--- config.mk ---
export PLATFORM = sky130hd
export DESIGN_NAME = mpg_sd_arbiter
export DESIGN_NICKNAME = d
export VERILOG_FILES = /design/src/rtl/mpg_sd_arbiter.sv
export SDC_FILE = /design/constraint.sdc
export NUM_CORES = 1
export LEC_CHECK = 0
export CORE_MARGIN = 3
export CORE_UTILIZATION = 43
export DETAILED_ROUTE_END_ITERATION = 7
export GPL_TIMING_DRIVEN = 1
export HOLD_SLACK_MARGIN = 0.02
export PLACE_DENSITY = 0.82
export SETUP_SLACK_MARGIN = 0.1
export SYNTH_ARGS = -nofsm -noshare
export SYNTH_HDL_FRONTEND = slang
export SYNTH_SLANG_ARGS = --single-unit
--- constraint.sdc ---
create_clock -name clk -period 1.9 [get_ports clk]
set_clock_uncertainty 0.15 [all_clocks]
set_input_delay 0.19 -clock clk [delete_from_list [all_inputs] [get_ports clk]]
set_output_delay 0.19 -clock clk [all_outputs]
set_load 0.005 [all_outputs]
--- src/rtl/mpg_sd_arbiter.sv ---
// mpg_sd_arbiter: round-robin arbiter and sequencer for the shared hps_io sd_* sector-read channel
module mpg_sd_arbiter #(
  parameter logic [31:0] TIMEOUT     = 32'd0,
  parameter int          ABORT_QUIET = 16
) (
  input  logic        clk,
  input  logic        rst_n,
  input  logic [31:0] req0_lba,
  input  logic [31:0] req1_lba,
  input  logic        req0_rd,
  input  logic        req1_rd,
  output logic        req0_ack,
  output logic        req1_ack,
  output logic        req0_buff_wr,
  output logic        req1_buff_wr,
  output logic        req0_err,
  output logic        req1_err,
  output logic [31:0] sd_lba,
  output logic        sd_rd,
  input  logic        sd_ack,
  input  logic        sd_buff_wr,
  output logic        grant,
  output logic        busy
);
  localparam logic [1:0] IDLE  = 2'd0;
  localparam logic [1:0] ISSUE = 2'd1;
  localparam logic [1:0] XFER  = 2'd2;
  localparam logic [1:0] ABORT = 2'd3;
  localparam logic [31:0] TO_LAST    = TIMEOUT - 32'd1;
  localparam logic [31:0] QUIET_LAST = 32'(ABORT_QUIET - 1);
  logic [1:0]  state;
  logic        last_grant;
  logic [31:0] cnt;
  logic        ack_q;
  logic        route;
  logic        sel;
  // Strobes reach only the owner, and only while its request is live; ABORT swallows a late ack
  always_comb begin
    route        = (state == ISSUE) || (state == XFER);
    sel          = (req0_rd && req1_rd) ? ~last_grant : req1_rd;
    req0_ack     = sd_ack & route & ~grant;
    req1_ack     = sd_ack & route & grant;
    req0_buff_wr = sd_buff_wr & route & ~grant;
    req1_buff_wr = sd_buff_wr & route & grant;
    busy         = state != IDLE;
  end
  // Channel sequencer: grant, hold through the transfer, watchdog abort and quiet-period recovery
  always_ff @(posedge clk or negedge rst_n) begin
    if (!rst_n) begin
      state      <= IDLE;
      grant      <= 1'b0;
      last_grant <= 1'b1;
      sd_lba     <= 32'd0;
      sd_rd      <= 1'b0;
      cnt        <= 32'd0;
      ack_q      <= 1'b0;
      req0_err   <= 1'b0;
      req1_err   <= 1'b0;
    end else begin
      ack_q    <= sd_ack;
      req0_err <= 1'b0;
      req1_err <= 1'b0;
      case (state)
        IDLE: if (!sd_ack && (req0_rd || req1_rd)) begin
          sd_lba <= sel ? req1_lba : req0_lba;
          sd_rd  <= 1'b1;
          grant  <= sel;
          cnt    <= 32'd0;
          state  <= ISSUE;
        end
        ISSUE: begin
          cnt <= cnt + 32'd1;
          if (sd_ack) begin
            sd_rd <= 1'b0;
            state <= XFER;
          end else if (TIMEOUT != 32'd0 && cnt == TO_LAST) begin
            sd_rd    <= 1'b0;
            req0_err <= ~grant;
            req1_err <= grant;
            cnt      <= 32'd0;
            state    <= ABORT;
          end
        end
        XFER: if (ack_q && !sd_ack) begin
          last_grant <= grant;
          state      <= IDLE;
        end
        default: if (sd_ack) cnt <= 32'd0;
        else if (cnt == QUIET_LAST) begin
          last_grant <= grant;
          state      <= IDLE;
        end else cnt <= cnt + 32'd1;
      endcase
    end
  end
endmodule
==> impl_metrics.tcl, run 1 <==
set metrics [dict create \
    run_status "finished, violations left" \
    violations "negative setup slack" \
    maxClockFrequency_mhz 410.9 \
    ys_seq_area_share_pct 46.34 \
    fin_tns_setup_ns -11.65 \
    drt_iter0_drc 501 \
    criticalPathCategory "reg -> reg" \
    pin_count 111 \
    layout_min_cycle_time_ns 2.434 \
    detail_routed_via_count_per_cell 6.737 \
    yosysWarnings 0 \
    crit_fanout 17 \
    gp_congestion 0.8474 \
    tritoncts.num_buffers 9 \
    detail_route.drc_violations 0 \
    syn_area_um2 3782 \
    insertedDiodeCount 0 \
    routed_wire_length_mm 19.67 \
    syn-instance-count 402 \
    postRouteAntennaNets 0 \
    placedInstanceArea_um2 5595 \
    peakVddDrop_mv 0.7258 \
    grt_setup_unrepaired "true" \
    finalPower_mw 8.288 \
    worstMarginPinSlew_ns 0.5307 \
    slew_headroom_pct 64.23 \
    floorplan.die_area_um2 9958 \
    grt_first_pass_wirelength_mm 25.27 \
    netlist-cell-type-count 47 \
    min_period_over_period_pct 128.1 \
    setup_viol_count_final 59 \
    crit_reg_reg_startpoint "cnt[0]$_DFFE_PN0P_" \
    initial_antenna_violation_count 1 \
    leakage_nw 2.924 \
    core_region_area_um2 8382 \
    critical_path.startpoint_type "register" \
    finalHoldViolations 0 \
    track_usage_pct 33.00 \
    finish.instance_area_um2 6973 \
    layout-area-overhead-vs-synth_pct 84.35 \
    end_kind "register" \
    grt_max_degree 40 \
    synth.top_cells.by_area "dfrtp_1 46%, mux2i_1 8.5%, a21oi_1 7.0%, nor2_1 4.8%, or3_1 2.8%" \
    ys_seq_elements 70 \
    place.detailed.hpwl_mm 8.572 \
    via_count_of_the_first_global_routing_pass 4729 \
    power_density_nw_per_um2 1189 \
    via_count 4898 \
    timing.critical_path.from "cnt[0]$_DFFE_PN0P_" \
    cts-root-buf "clkbuf_8" \
    clkLatencyLatePin_ns 0.36 \
    cts_max_path_buffers 2 \
    globalRouteOverflowTotal 0 \
    filler_cell_count 373 \
    drv_cap 0 \
    syn_avg_cell_area_um2 9.409 \
    yosys.area.top_type "dfrtp_1" \
    regToRegSetupSlack_ns -0.53 \
    cts_tree "built" \
    final-max-slew-violation-count 0 \
    layout_cell_share_with_drive_strength_beyond_1_pct 42.93 \
    min_path_type "in -> async" \
    nNetsFinal 691 \
    initial_core_util_pct 45.13 \
    async_reset_ff_share_pct 100.0 \
    reg2regPathDepth 8 \
    core.rowCount 33 \
    ys_dominant_reg_cell "dfrtp_1" \
    worstPathArrival_ns 2.55 \
    die_y_um 99.79 \
    cts.sinks 70 \
    worst_ep_required_time_ns 2.01 \
    synth_top_cell_area_share_pct 45.65 \
    post_dr_wirelength_cell_um 27.06 \
    clkTransAtPathRegs_ns 0.10 \
    cp-endpoint "cnt[10]$_DFFE_PN0P_" \
    r2r_end "cnt[10]$_DFFE_PN0P_" \
    cts.htree.levels 3 \
    io_buffer_count 108 \
    detailedRoute.firstPassIterationCount 7 \
    fin_ws_ns -0.5338 \
    floorplan.die.width_um 99.79 \
    number_of_enable_flip_flop_cells_after_synthesis 0 \
]
## report_power, final
part / switching, mW / leakage [nW] / internal [mW] / total (mW)
logic: 2.28 / 1.96 / 2.38 / 4.65
registers: 0.446 / 0.863 / 1.89 / 2.34
clock network: 0.688 / 0.100 / 0.610 / 1.30
total: 3.41 / 2.92 / 4.88 / 8.29
## worst max-delay path: stages (launching register included)
cell	delay, ns
dfrtp_1	0.43
ha_2	0.22
and4b_1	0.25
nand4_1	0.17
buf_4	0.16
nor3_4	0.06
clkbuf_16	0.20
or4_1	0.54
o21ai_1	0.15
## logic make-up (layout without fill, tap and decap cells)
group | Yosys count | in the layout | synth area share (%)
adder cells (fa/ha/maj) | 4 | 4 | 1.323
buffers and inverters | 28 | 247 | 3.738
AND/OR/NAND/NOR | 159 | 159 | 22.99
multiplexers | 34 | 34 | 9.064
flip-flops | 70 | 70 | 46.34
XOR/XNOR | 1 | 1 | 0.2316
other | 1 | 2 | 0.09914
AO/OA/AOI/OAI | 105 | 105 | 16.21
## cell usage in the layout, fill, tap and decap left out, types with 5 or more instances in the layout
| cell | n |
|---|---|
| or3_1 | 12 |
| o21ai_0 | 11 |
| a21oi_4 | 5 |
| and3_1 | 5 |
| a21oi_2 | 39 |
| mux2i_1 | 32 |
| clkdlybuf4s50_1 | 102 |
| o21ai_1 | 14 |
| buf_12 | 12 |
| nand3_1 | 10 |
| nand2_1 | 22 |
| nor2_1 | 22 |
| clkbuf_8 | 9 |
| buf_16 | 5 |
| a21oi_1 | 10 |
| buf_6 | 14 |
| dfrtp_1 | 68 |
| buf_4 | 82 |
| or3_4 | 5 |
| nand4_1 | 12 |
| nor4_2 | 5 |
| nor2_4 | 23 |
## cell type report
class | count | area [µm²] | area share [%]
Clock inverter | 6 | 62.56 | 0.8972
Sequential cell | 70 | 1754 | 25.16
Timing Repair Buffer | 225 | 2277 | 32.66
Clock buffer | 10 | 127.6 | 1.830
Multi-Input combinational cell | 305 | 2595 | 37.22
Inverter | 6 | 25.02 | 0.3589
Tap cell | 105 | 131.4 | 1.884
## layer usage
metal,global-route usage [%],routed length [µm],up-vias
met3,6.324,1692,180
met4,17.75,1760,2
li1,-,-,1910
met2,60.39,9857,433
met1,35.65,6346,2373
met5,0,13,-
## synthesized netlist by cell type (2+ instances only)
| master | instances |
|---|---|
| nand4_1 | 12 |
| nor3_1 | 3 |
| inv_1 | 6 |
| o21ai_1 | 12 |
| dfrtp_1 | 69 |
| clkbuf_1 | 9 |
| o211ai_1 | 2 |
| o31ai_1 | 5 |
| and4_1 | 3 |
| o21ai_0 | 19 |
| buf_4 | 3 |
| o41ai_1 | 3 |
| nand4_2 | 3 |
| mux2i_1 | 32 |
| ha_1 | 4 |
| nor4_1 | 8 |
| buf_2 | 8 |
| nor2_1 | 48 |
| a21oi_1 | 53 |
| and3_1 | 7 |
| nand2_1 | 25 |
| and2_1 | 4 |
| or3_1 | 17 |
| a21o_1 | 4 |
| nand3_1 | 13 |
| mux2_2 | 2 |
| buf_6 | 2 |
| o311ai_0 | 2 |
| or4_1 | 6 |
## flip-flops by register name (all words and copies together), names as in the netlist
name        cells
sd_lba         32
grant           1
last_grant      1
cnt            32
sd_rd           1
ack_q           1
state           2
## repair_timing
item	in CTS	in global routing
setup buffers	24	8
resized for setup	126	85
gates cloned	7	1
setup endpoints to repair	72	72
pin swaps	12	22
hold buffers	1	0
endpoints found under the hold margin	70	0
## worst min path at each step
stage,slack [ns],to,startpoint
2_1_floorplan,-0.26,ack_q$_DFF_PN0_,rst_n
3_3_place_gp,0.05,sd_lba[15]$_DFFE_PN0P_,rst_n
3_5_place_dp,0.05,sd_lba[16]$_DFFE_PN0P_,rst_n
4_1_cts,0.23,sd_lba[16]$_DFFE_PN0P_,rst_n
5_1_grt,0.22,sd_lba[16]$_DFFE_PN0P_,rst_n
6_report,0.21,sd_lba[15]$_DFFE_PN0P_,rst_n
## stage by stage
step	utilization, %	setup WS [ns]	hold WS (ns)	std cells
3_5_place_dp	66.76	-0.2505	0.04901	675
5_1_grt	83.19	-0.6964	0.2244	727
4_1_cts	78.86	-0.1407	0.2319	722
3_3_place_gp	66.76	-0.1624	0.04638	675
2_1_floorplan	-	-0.05324	-0.2556	403
6_report	83.19	-0.5338	0.2050	727
No activity file was read; power rests on OpenSTA's default activity.
==> inputs of run 2 (changes only) <==
Settings changed: CORE_UTILIZATION 43 to 35, MAX_ROUTING_LAYER set to met4, PLACE_DENSITY 0.82 to 0.7.
==> run 2 against run 1 <==
  * The run still ends with negative setup slack left
  * Worst hold slack got worse by 0.0047 ns
  * Combinational power decreased by 20%
  * Sequential share of layout area increased by 1.8 points
  * Register-to-register slack improved by 0.28 ns
  * Design area decreased by 6.6%
  * Setup slack improved by 0.28 ns
  * Fmax increased by 13%
  * First-iteration DRC count decreased by 63%
==> impl_metrics.tcl, run 2 (same netlist as run 1, synthesis figures left out) <==
set metrics [dict create \
    fin_ws_ns -0.2547 \
    run_status "finished, violations left" \
    sequential_cell_area_um2 1758 \
    layout_cell_share_with_drive_strength_beyond_1_pct 33.88 \
    grt_first_pass_wirelength_mm 18.36 \
    maxClockFrequency_mhz 464.1 \
    peakVddDrop_mv 0.7763 \
    timing.hold.ws_ns 0.2004 \
    fin_tns_setup_ns -3.216 \
    sequentialPowerShare_pct 29.7 \
    min_path_type "in -> async" \
    layout.cells.most_common_list "102 x clkdlybuf4s50_1, 80 x buf_4, 65 x dfrtp_1" \
    end_kind "register" \
    die_y_um 110.0 \
    postRouteAntennaNets 0 \
    io_buffer_count 108 \
    tritoncts.num_buffers 9 \
    detail_route.drc_violations 0 \
    pin_count 111 \
    via_count_of_the_first_global_routing_pass 3790 \
    layout-area-overhead-vs-synth_pct 72.25 \
    worstPathArrival_ns 2.25 \
    regToRegSetupSlack_ns -0.25 \
    violations "negative setup slack" \
    initial_antenna_violation_count 0 \
    via_count 3965 \
    combinationalPowerShare_pct 50.9 \
    core_region_area_um2 10420 \
    leakage_nw 2.763 \
    cts-root-buf "clkbuf_8" \
    power.net_switching_mw 2.605 \
    layout_commonest_cell "clkdlybuf4s50_1" \
    crit_fanout 5 \
    critical_path.startpoint_type "register" \
    final-max-slew-violation-count 0 \
    worstMarginPinSlew_ns 0.5227 \
    detail_routed_via_count_per_cell 5.329 \
    timing.critical_path.from "state[1]$_DFFE_PN0P_" \
    min_period_over_period_pct 113.4 \
    placedInstanceArea_um2 5602 \
    place.detailed.hpwl_mm 8.511 \
    grt_max_degree 36 \
    insertedDiodeCount 0 \
    power.switching_fraction_pct 35.83 \
    finalHoldViolations 0 \
    cts.sinks 70 \
    floorplan.die.width_um 110.0 \
    power_density_nw_per_um2 1116 \
    filler_cell_count 820 \
    worst_ep_required_time_ns 2.00 \
    layout_min_cycle_time_ns 2.155 \
    cts_tree "built" \
    crit_reg_reg_startpoint "state[1]$_DFFE_PN0P_" \
    clock_power_share_pct 19.4 \
    clkLatencyLatePin_ns 0.35 \
    layout.cells.non_filler 744 \
    track_usage_pct 19.74 \
    routed_wire_length_mm 12.93 \
    finish.instance_area_um2 6515 \
    cts.htree.levels 3 \
    nNetsFinal 677 \
    largest_registers "cnt x32, sd_lba x32, state x2" \
    number_of_placed_instances_taps_included 705 \
    floorplan.die_area_um2 12090 \
    setup_viol_count_final 28 \
    criticalPathCategory "reg -> reg" \
    initial_core_util_pct 36.31 \
    drv_cap 0 \
    post_dr_wirelength_cell_um 17.38 \
    p_int_mw 4.665 \
    grt_setup_unrepaired "true" \
    detailedRoute.firstPassIterationCount 4 \
    clkTransAtPathRegs_ns 0.09 \
    cts_max_path_buffers 2 \
    multi_input_area_um2 2297 \
    drt_iter0_drc 187 \
    gp_congestion 0.9278 \
    globalRouteOverflowTotal 0 \
    core.rowCount 37 \
    slew_headroom_pct 64.25 \
]
==> run 2: cell count changes in the layout (fill, tap and decap cells not counted), sizes merged <==
cell | before | now
inv | 7 | 8
clkinv | 4 | 0
buf | 120 | 102
bufinv | 1 | 2
clkinvlp | 0 | 2
clkbuf | 12 | 16
==> run 2: worst max-delay path, stage by stage (launching register included) <==
cell and delay [ns]:
dfrtp_1 0.40, buf_4 0.15, ha_4 0.17, buf_4 0.15, nor2b_1 0.15, a2111oi_0 0.52, o21ai_1 0.16, a21o_1 0.20
==> run 2: layer usage <==
layer / track usage, % / up-vias / part of all wire (%)
met3: 3.817 / 16 / 3.0
met2: 32.67 / 81 / 54
met4: 5.254 / 0 / 1.3
met1: 24.71 / 1997 / 42
met5: - / - / 0
li1: - / 1871 / -
==> run 2: per-stage QoR <==
stage          util, %  setup slack (ns)  power [mW]
6_report         62.55           -0.2547       7.270
4_1_cts          58.16           -0.1987       6.703
2_1_floorplan        -          -0.05324       3.353
3_5_place_dp     53.78           -0.2967       5.108
5_1_grt          62.55           -0.3498       7.637
3_3_place_gp     53.78           -0.2427       5.021
==> run 2: path summary, 6_finish.rpt <==
path	to	cells past startpoint
worst max-delay path	state[0]$_DFFE_PN0P_	7
worst min-delay path	sd_lba[15]$_DFFE_PN0P_	2
worst max register to register	state[0]$_DFFE_PN0P_	7
worst min register to register	sd_lba[4]$_DFFE_PN0P_	2
max in group asynchronous	last_grant$_DFFE_PN1P_	3
min in group clk	sd_lba[20]$_DFFE_PN0P_	3
==> run 2: area by class of cell <==
class	instances	share of cell area, %
clock buffers	10	2.113
clock inverters	6	1.421
inverters	6	0.3457
multi-input cells	305	35.26
flip-flops and latches	70	26.98
well taps	136	2.612
repair buffers	211	31.27
==> run 2: what timing repair did <==
| item | in CTS | in global routing |
|---|---|---|
| endpoints found under the hold margin | 21 | 0 |
| gates cloned | 1 | 5 |
| gates resized for setup | 41 | 73 |
| pin swaps | 17 | 8 |
| buffers inserted | 9 | 7 |
| hold buffers | 1 | 0 |
| endpoints found under the setup margin | 73 | 71 |
==> run 2: power by group through the flow <==
| stage | Clock (mW) | Combinational (mW) | Sequential (mW) |
|---|---|---|---|
| CTS | 1.42 | 3.13 | 2.15 |
| floorplan | 0 | 1.18 | 2.17 |
| global placement | 0 | 2.88 | 2.14 |
| global route | 1.50 | 3.93 | 2.21 |
| detailed placement | 0 | 2.94 | 2.17 |
| finish | 1.41 | 3.70 | 2.16 |
==> inputs of run 3 (changes only) <==
--- a/config.mk
+++ b/config.mk
@@ -10,3 +10,3 @@
 export DETAILED_ROUTE_END_ITERATION = 7
-export GPL_TIMING_DRIVEN = 1
+export GPL_TIMING_DRIVEN = 0
 export HOLD_SLACK_MARGIN = 0.02
--- a/constraint.sdc
+++ b/constraint.sdc
@@ -4,2 +4,2 @@
 set_output_delay 0.19 -clock clk [all_outputs]
-set_load 0.005 [all_outputs]
+set_load 0.05 [all_outputs]
==> run 3 against run 2 <==
  * The flow still finishes with violations (negative setup slack)
  * Register-to-register slack lost 0.07 ns
  * Total power grew 13%
  * Non-clock buffer count shrank 39
  * Via count shrank 2.4%
  * Wire length shrank 2.9%
  * Critical endpoint is now cnt[15]$_DFFE_PN0P_
  * Fmax shrank 3.3%
  * Design area shrank 3.6%
  * Setup slack lost 0.074 ns
==> impl_metrics.tcl, run 3 (same netlist as run 1, synthesis figures left out) <==
set metrics [dict create \
    tritoncts.num_buffers 9 \
    detail_routed_via_count_per_cell 5.491 \
    worstMarginPinSlew_ns 0.9322 \
    crit_reg_reg_startpoint "cnt[0]$_DFFE_PN0P_" \
    core_region_area_um2 10420 \
    detail_route.drc_violations 0 \
    initial_antenna_violation_count 0 \
    layout_cell_share_with_drive_strength_beyond_1_pct 35.50 \
    criticalPathCategory "reg -> reg" \
    post_dr_wirelength_cell_um 17.80 \
    cts.sinks 70 \
    leakage_nw 2.568 \
    regToRegSetupSlack_ns -0.33 \
    min_period_over_period_pct 117.3 \
    clkLatencyLatePin_ns 0.37 \
    critical_path.top_delay_family "simple AND/OR/NAND/NOR gates" \
    nNetsFinal 638 \
    peakVddDrop_mv 0.8003 \
    io_buffer_count 108 \
    drv_cap 0 \
    floorplan.die_area_um2 12090 \
    detailedPlace.worstSlack_ns -0.6275 \
    critical-path-slowest-cell "dfrtp_1" \
    hold_end "ack_q$_DFF_PN0_" \
    largest_registers "cnt x32, sd_lba x32, state x2" \
    crit_fanout 7 \
    slew_headroom_pct 37.85 \
    place.detailed.hpwl_mm 8.047 \
    cts_tree "built" \
    globalRouteOverflowTotal 0 \
    via_count 3871 \
    placedInstanceArea_um2 5079 \
    pin_count 111 \
    layout_commonest_cell "clkdlybuf4s50_1" \
    layout_min_cycle_time_ns 2.229 \
    timing.hold.ws_ns 0.1757 \
    min_path_type "in -> reg" \
    power_density_nw_per_um2 1302 \
    cts-root-buf "clkbuf_8" \
    detailedRoute.firstPassIterationCount 4 \
    timing.hold.worst_path_depth 1 \
    finalHoldViolations 0 \
    end_kind "register" \
    maxClockFrequency_mhz 448.6 \
    via_count_of_the_first_global_routing_pass 3614 \
    filler_cell_count 843 \
    drt_iter0_drc 258 \
    critical_path.cell_chain "ha_4 > and4b_1 > nand4_1 > nor3_4 > buf_6 > clkbuf_16 > nor2_2 > o211ai_1" \
    floorplan.die.width_um 110.0 \
    worst_ep_required_time_ns 2.03 \
    gp_congestion 0.8936 \
    violations "negative setup slack" \
    die_y_um 110.0 \
    grt_first_pass_wirelength_mm 17.81 \
    routed_wire_length_mm 12.55 \
    fin_tns_setup_ns -8.063 \
    final-max-slew-violation-count 0 \
    hold_path.startpoint "sd_ack" \
    grt_max_degree 71 \
    track_usage_pct 19.40 \
    initial_core_util_pct 36.31 \
    worstPathArrival_ns 2.36 \
    critical_path.startpoint_type "register" \
    insertedDiodeCount 0 \
    cts_max_path_buffers 2 \
    cts.htree.levels 3 \
    layout-area-overhead-vs-synth_pct 66.09 \
    finalPower_mw 8.183 \
    fin_ws_ns -0.3292 \
    finish.instance_area_um2 6282 \
    cp_slowest_stage_delay_ns 0.40 \
    grt_setup_unrepaired "true" \
    run_status "finished, violations left" \
    r2r_end "cnt[15]$_DFFE_PN0P_" \
    postRouteAntennaNets 0 \
    clkTransAtPathRegs_ns 0.08 \
    setup_viol_count_final 34 \
    layout.cells.most_common_list "67 x clkdlybuf4s50_1, 61 x dfrtp_1, 36 x buf_4" \
    path_buf_inv 2 \
    reg2regPathDepth 8 \
    core.rowCount 37 \
]
run 3: changes by cell type in the layout (fill, tap and decap cells not counted), sizes merged:
cell / change
clkbuf: +4
clkdlybuf4s50: -35
bufinv: -2
dlymetal6s2s: +1
buf: -42
clkinv: +3
inv: -2
clkdlybuf4s15: +1
dlygate4sd2: +33
run 3: worst reg2reg max path, delay by kind of cell, from the launching register on:
family / cells / cell delay [ns]
buf+inv: 2 / 0.34
simple gates: 4 / 0.95
flops: 1 / 0.40
compound gates: 1 / 0.17
fa+ha+maj: 1 / 0.15
run 3: per-layer routing:
metal | vias to the layer above | wire [µm] | GRT usage (%) | share of wire (%)
li1 | 1806 | - | - | -
met1 | 1937 | 5186 | 24.55 | 41
met2 | 99 | 6623 | 30.55 | 53
met3 | 29 | 469 | 5.050 | 3.7
met4 | 0 | 273 | 5.877 | 2.2
met5 | - | 0 | - | 0
run 3: cell type report:
| cell class | count | area (µm²) | area share, % |
|---|---|---|---|
| plain buffers | 22 | 256.5 | 4.083 |
| clock buffers | 11 | 151.4 | 2.410 |
| clock inverters | 5 | 33.78 | 0.5377 |
| inverters | 6 | 22.52 | 0.3585 |
| multi-input cells | 305 | 2404 | 38.26 |
| flip-flops and latches | 70 | 1763 | 28.06 |
| well taps | 136 | 170.2 | 2.709 |
| repair buffers | 150 | 1481 | 23.58 |
run 3: what timing repair did:
item	in CTS	in global routing
hold buffers	1	0
setup buffers	22	15
pin swaps	14	27
endpoints found under the setup margin	107	73
cloned	1	4
endpoints found under the hold margin	69	0
gates resized for setup	116	138
run 3: worst max path at each step:
| stage | startpoint | end | slack, ns | cells after the start |
|---|---|---|---|---|
| detailed placement | cnt[17]$_DFFE_PN0P_ | cnt[4]$_DFFE_PN0P_ | -0.63 | 6 |
| global route | cnt[0]$_DFFE_PN0P_ | cnt[4]$_DFFE_PN0P_ | -0.39 | 7 |
| floorplan | cnt[0]$_DFFE_PN0P_ | cnt[4]$_DFFE_PN0P_ | -0.05 | 7 |
| global placement | rst_n | cnt[12]$_DFFE_PN0P_ | -1.93 | 1 |
| CTS | state[0]$_DFFE_PN0P_ | cnt[13]$_DFFE_PN0P_ | -0.19 | 8 |
| finish | cnt[0]$_DFFE_PN0P_ | cnt[15]$_DFFE_PN0P_ | -0.33 | 8 |
run 3: stage by stage:
step / utilization, % / std cells
floorplan: - / 403
global placement: 48.78 / 647
detailed placement: 48.76 / 647
CTS: 53.38 / 687
global route: 60.31 / 705
finish: 60.31 / 705
run 3: power by group:
| part | internal [mW] | total, mW | switching [mW] |
|---|---|---|---|
| combinational | 1.76 | 4.80 | 3.04 |
| clock | 0.542 | 1.14 | 0.602 |
| sequential | 1.89 | 2.23 | 0.341 |
